File: config.mk
export PLATFORM = sky130hd
export DESIGN_NAME = dram_write
export DESIGN_NICKNAME = d
export VERILOG_FILES = /design/src/rtl/dram_write.sv
export SDC_FILE = /design/constraint.sdc
export NUM_CORES = 1
export LEC_CHECK = 0
export BUFFER_PORTS_ARGS = -buffer_cell sky130_fd_sc_hd__buf_4
export CORE_ASPECT_RATIO = 0.5
export CORE_MARGIN = 2
export CORE_UTILIZATION = 50
export CTS_CLUSTER_SIZE = 10
export DETAILED_ROUTE_END_ITERATION = 6
export PLACE_DENSITY = 0.66
export SLEW_MARGIN = 0
export SYNTH_ARGS = -nofsm -noshare
export SYNTH_HDL_FRONTEND = slang
export SYNTH_SLANG_ARGS = --single-unit
export TNS_END_PERCENT = 50
File: constraint.sdc
create_clock -name clk -period 2.55 [get_ports clk]
set_input_delay 0.51 -clock clk [delete_from_list [all_inputs] [get_ports clk]]
set_output_delay 0.51 -clock clk [all_outputs]
set_load 0.02 [all_outputs]
File: src/rtl/dram_write.sv
// dram_write
// Write side of the row-addressed dram block. A one-cycle strobe (inpb)
// carrying a row address (inp) and a word (din) starts a fixed
// IDLE -> ACT -> WR -> IDLE sequence. The word lands in the row array
// on the WR -> IDLE edge, and outb pulses in the following cycle.
//
// Handshake: inpb is a one-cycle request with no ready signal. It is
// accepted only if the FSM is IDLE at the sampling edge. A request that
// arrives while busy is discarded, and drop pulses for one cycle after
// that edge.
//
// Ports
//   clk       rising-edge clock
//   rst       synchronous active-high reset; clears FSM, outputs and array
//   inpb      write strobe
//   inp       write row address, captured with inpb
//   din       write data, captured with inpb
//   busy      high while a write sequence is in progress
//   outb      one-cycle pulse after a commit
//   drop      one-cycle pulse after a rejected strobe
//   rd_row    read-back row select
//   rd_data   registered read-back data (read-before-write)
//   state_dbg current FSM state, for observation only
module dram_write #(
  parameter int ADDR_W = 4,
  parameter int DATA_W = 32
) (
  input  logic              clk,
  input  logic              rst,
  input  logic              inpb,
  input  logic [ADDR_W-1:0] inp,
  input  logic [DATA_W-1:0] din,
  output logic              busy,
  output logic              outb,
  output logic              drop,
  input  logic [ADDR_W-1:0] rd_row,
  output logic [DATA_W-1:0] rd_data,
  output logic [1:0]        state_dbg
);

  localparam int ROWS = 1 << ADDR_W;

  typedef enum logic [1:0] {
    IDLE = 2'd0,
    ACT  = 2'd1,
    WR   = 2'd2
  } state_t;

  state_t              state;
  logic [ADDR_W-1:0]   row_q;
  logic [DATA_W-1:0]   data_q;
  logic [DATA_W-1:0]   mem [ROWS];

  assign state_dbg = state;

  always_ff @(posedge clk) begin
    if (rst) begin
      state   <= IDLE;
      busy    <= 1'b0;
      outb    <= 1'b0;
      drop    <= 1'b0;
      rd_data <= '0;
      row_q   <= '0;
      data_q  <= '0;
      for (int i = 0; i < ROWS; i++) begin
        mem[i] <= '0;
      end
    end else begin
      outb <= 1'b0;
      drop <= 1'b0;
      // Non-blocking read sees the array before any commit on this edge.
      rd_data <= mem[rd_row];
      case (state)
        IDLE: begin
          if (inpb) begin
            row_q  <= inp;
            data_q <= din;
            state  <= ACT;
            busy   <= 1'b1;
          end
        end
        ACT: begin
          if (inpb) drop <= 1'b1;
          state <= WR;
          busy  <= 1'b1;
        end
        WR: begin
          // A strobe here is still rejected even though we return to IDLE.
          if (inpb) drop <= 1'b1;
          mem[row_q] <= data_q;
          state      <= IDLE;
          busy       <= 1'b0;
          outb       <= 1'b1;
        end
        default: begin
          state <= IDLE;
          busy  <= 1'b0;
        end
      endcase
    end
  end

endmodule

==> results by group <==
Global route
  – All-Layer GR Usage: 26.5%
  – Vias in the first global route: 15400
  – Remaining Overflow, GRT: 0
  – Largest net degree at the start of global routing: 48
  – First-pass GRT wire length: 101000 um
  – Initial antenna violation count: 2

Clock network
  – CTS resizes: 0
  – Num CTS Buffers: 68
  – Clk buf depth: 3
  – Clock latency at the later pin of the worst-skew pair: 0.58 ns
  – Clock-pin slew on the worst setup and hold paths: 0.06 ns
  – CTS tree: built
  – H-Tree Level Count: 3
  – Clk sink count: 585
  – Post-CTS Repair Setup Buffers: 0
  – Hold-fix buffers at CTS: 0
  – Clock root cell: clkbuf_16

Final layout
  – Nets: 2015
  – Commonest non-fill, non-tap cell in the layout: and2_1
  – Area grow syn2layout: 14.7%
  – Finished Cell Area: 0.0293 mm^2
  – ANT cells: 0
  – Post-route insts no fill: 2708
  – Most frequent cells in the layout: and2_1 (513), edfxtp_1 (512), mux2i_1 (232)
  – Post-layout util: 58.1%
  – Share of cells above drive strength 1: 14.4%

Synthesis
  – Compound-Gate Fraction of Synth Area: 4.81%
  – Dominant cell type by area after synthesis: edfxtp_1
  – Primary FF master, synth: edfxtp_1
  – Synth Warn #: 0
  – Largest family of logic cells by synthesized area: simple AND/OR/NAND/NOR gates
  – Synth Area in Simple Gates: 16.1%
  – Cell area after synthesis: 0.0255 mm^2
  – Post-Synthesis Cells: 1887
  – Synthesis-stage register bit count: 585
  – Synth top area share: 60.2%
  – Register area share after synthesis: 65.9%
  – Post-synthesis mux area share: 10.2%
  – Synth Area in Adders: 0.245%
  – Syn Area/Cell: 13.5 um^2
  – XOR/XNOR Fraction of Synth Area: 0%
  – Mapped Nets: 1935
  – Asr flop ratio synth: 0%
  – Synth area leaders: edfxtp_1 (60%), and2_1 (13%), mux2i_1 (9.1%)
  – Synth cell types: 32
  – Post-synth EDFFs: 512

STA
  – Unrepaired setup endpoints after global routing: no
  – Relative slew slack: 42.3%
  – Fmax: 438 MHz
  – Worst slew pin tran: 0.864 ns
  – Crit path time final: 2.28 ns
  – Setup TNS: 0 ns
  – Fin worst setup slack: 0.267 ns
  – Max Slew Vio Count: 0
  – Final worst path period share: 89.5%
  – WHS: 0.175 ns
  – Clock skew: 0.0200 ns
  – Fin. Hold Viols: 0
  – Final setup viols: 0

Place
  – Dpl cell area: 0.0273 mm^2
  – RD Place Congestion: 0.817
  – Post-Place Setup Slack: 0.278 ns
  – Port bufs: 79
  – Placed Cells: 2587
  – Post-DP HPWL: 41500 um

Drt
  – Drt wl/cell: 25.2 um
  – Total wire length: 68400 um
  – DR iter-0 viols: 1614
  – Antenna-violating nets left: 0
  – Vias/cell: 5.67
  – DR vias: 15400
  – Drt first pass iters: 5
  – DRC Markers: 0

Worst setup path
  – Path length in cells of the critical path: 7
  – Crit path largest cell delay: 0.46 ns
  – Cells along the critical path: inv_1 -> ha_1 -> nor2b_4 -> or3b_4 -> nor3_4 -> buf_4 -> and2_1
  – CP top delay family: simple AND/OR/NAND/NOR gates
  – R2R cell count: 7
  – Worst setup EP type: flop
  – R2r setup slk: 0.27 ns
  – Worst Setup EP: mem[0][18]$_SDFFCE_PN0P_
  – Worst Path Arrival: 2.72 ns
  – CP bufs+invs: 2
  – Critical path launch point: state_dbg[0]$_SDFFE_PP0P_
  – WP data required: 2.99 ns
  – Reg-to-reg startpoint: state_dbg[0]$_SDFFE_PP0P_
  – Worst Setup Path Type: flop to flop
  – FF-to-FF End: mem[0][18]$_SDFFCE_PN0P_
  – CP max stage cell: or3b_4
  – CP Launch Type: flop
  – Crit Path Max Fanout: 32

Floorplanning
  – Initial Util: 50.7%
  – Die Y: 164 um
  – Die Width: 324 um
  – Ports: 80
  – Area of the core: 0.0504 mm^2
  – # rows: 58
  – Die ar.: 0.0530 mm^2

Power
  – Max rail drop VDD: 406 uV
  – P_leak: 11.4 nW
  – Power per cell area: 738 mW/mm^2
  – Overall power: 21.6 mW

Job
  – Max cap viols: 0

Run status
  – Status: finished, final reports clean

Worst hold path
  – Worst Hold Class: primary input to flop
## where the power goes
group          total, mW  internal (mW)  switching [mW]  leakage (nW)
Sequential          11.2           10.8           0.385          5.89
Clock               8.86           5.17            3.69         0.941
Combinational       1.58          0.591           0.989          4.58
## cell families after synthesis
family,count (synthesis)
AOI/OAI and AO/OA,184
DFF,585
adders and majority gates,5
muxes,245
and+or+nand+nor,710
buffers and inverters,158
## cell type report
| type | instances | area [um^2] |
|---|---|---|
| Sequential cell | 585 | 16800 |
| Timing Repair Buffer | 165 | 1520 |
| Clock buffer | 119 | 1960 |
| Tap cell | 690 | 863 |
| Inverter | 3 | 11.3 |
| Multi-Input combinational cell | 1144 | 8080 |
| Fill cell | 3981 | 21100 |
| Clock inverter | 2 | 15.0 |
## metal layers
metal | routed length (um) | vias to the layer above | track usage [%]
met5 | 0 | - | 0
met4 | 1600 | 0 | 7.51
met3 | 5070 | 110 | 4.18
met2 | 30400 | 630 | 40.5
met1 | 31300 | 7718 | 39.5
li1 | - | 6902 | -
## synth_stat cells (all sizes together) (4+ instances only)
master and instances:
a21oi 36, nand2b 4, o21ai 32, or2 16
a22oi 102, mux4 13, nand3 25, clkbuf 121
buf 34, and2 514, mux2i 232, a221oi 5
o2111ai 8, nor2 18, dfxtp 73, nand2 122
nor3 4, ha 5, edfxtp 512
## worst min path at each step
stage | start | endpoint | cells past startpoint
after floorplan | row_q[3]$_SDFFE_PP0P_ | row_q[3]$_SDFFE_PP0P_ | 2
after detailed placement | busy$_SDFFE_PP0P_ | busy$_SDFFE_PP0P_ | 2
after CTS | din[13] | data_q[13]$_SDFFE_PP0P_ | 3
after global placement | busy$_SDFFE_PP0P_ | busy$_SDFFE_PP0P_ | 2
after global routing | din[8] | data_q[8]$_SDFFE_PP0P_ | 3
final | din[1] | data_q[1]$_SDFFE_PP0P_ | 3
## sequential cells by signal (all words and copies together) (netlist names)
signal	cells
busy	1
data_q	32
drop	1
mem	512
outb	1
rd_data	32
row_q	4
state_dbg	2
## worst reg2reg max path, delay by kind of cell, from the launching register on
kind | cells | cell delay [ns]
flops | 1 | 0.35
fa+ha+maj | 1 | 0.27
simple gates | 4 | 1.04
buf+inv | 2 | 0.49
(Power assumes the default switching activity.)
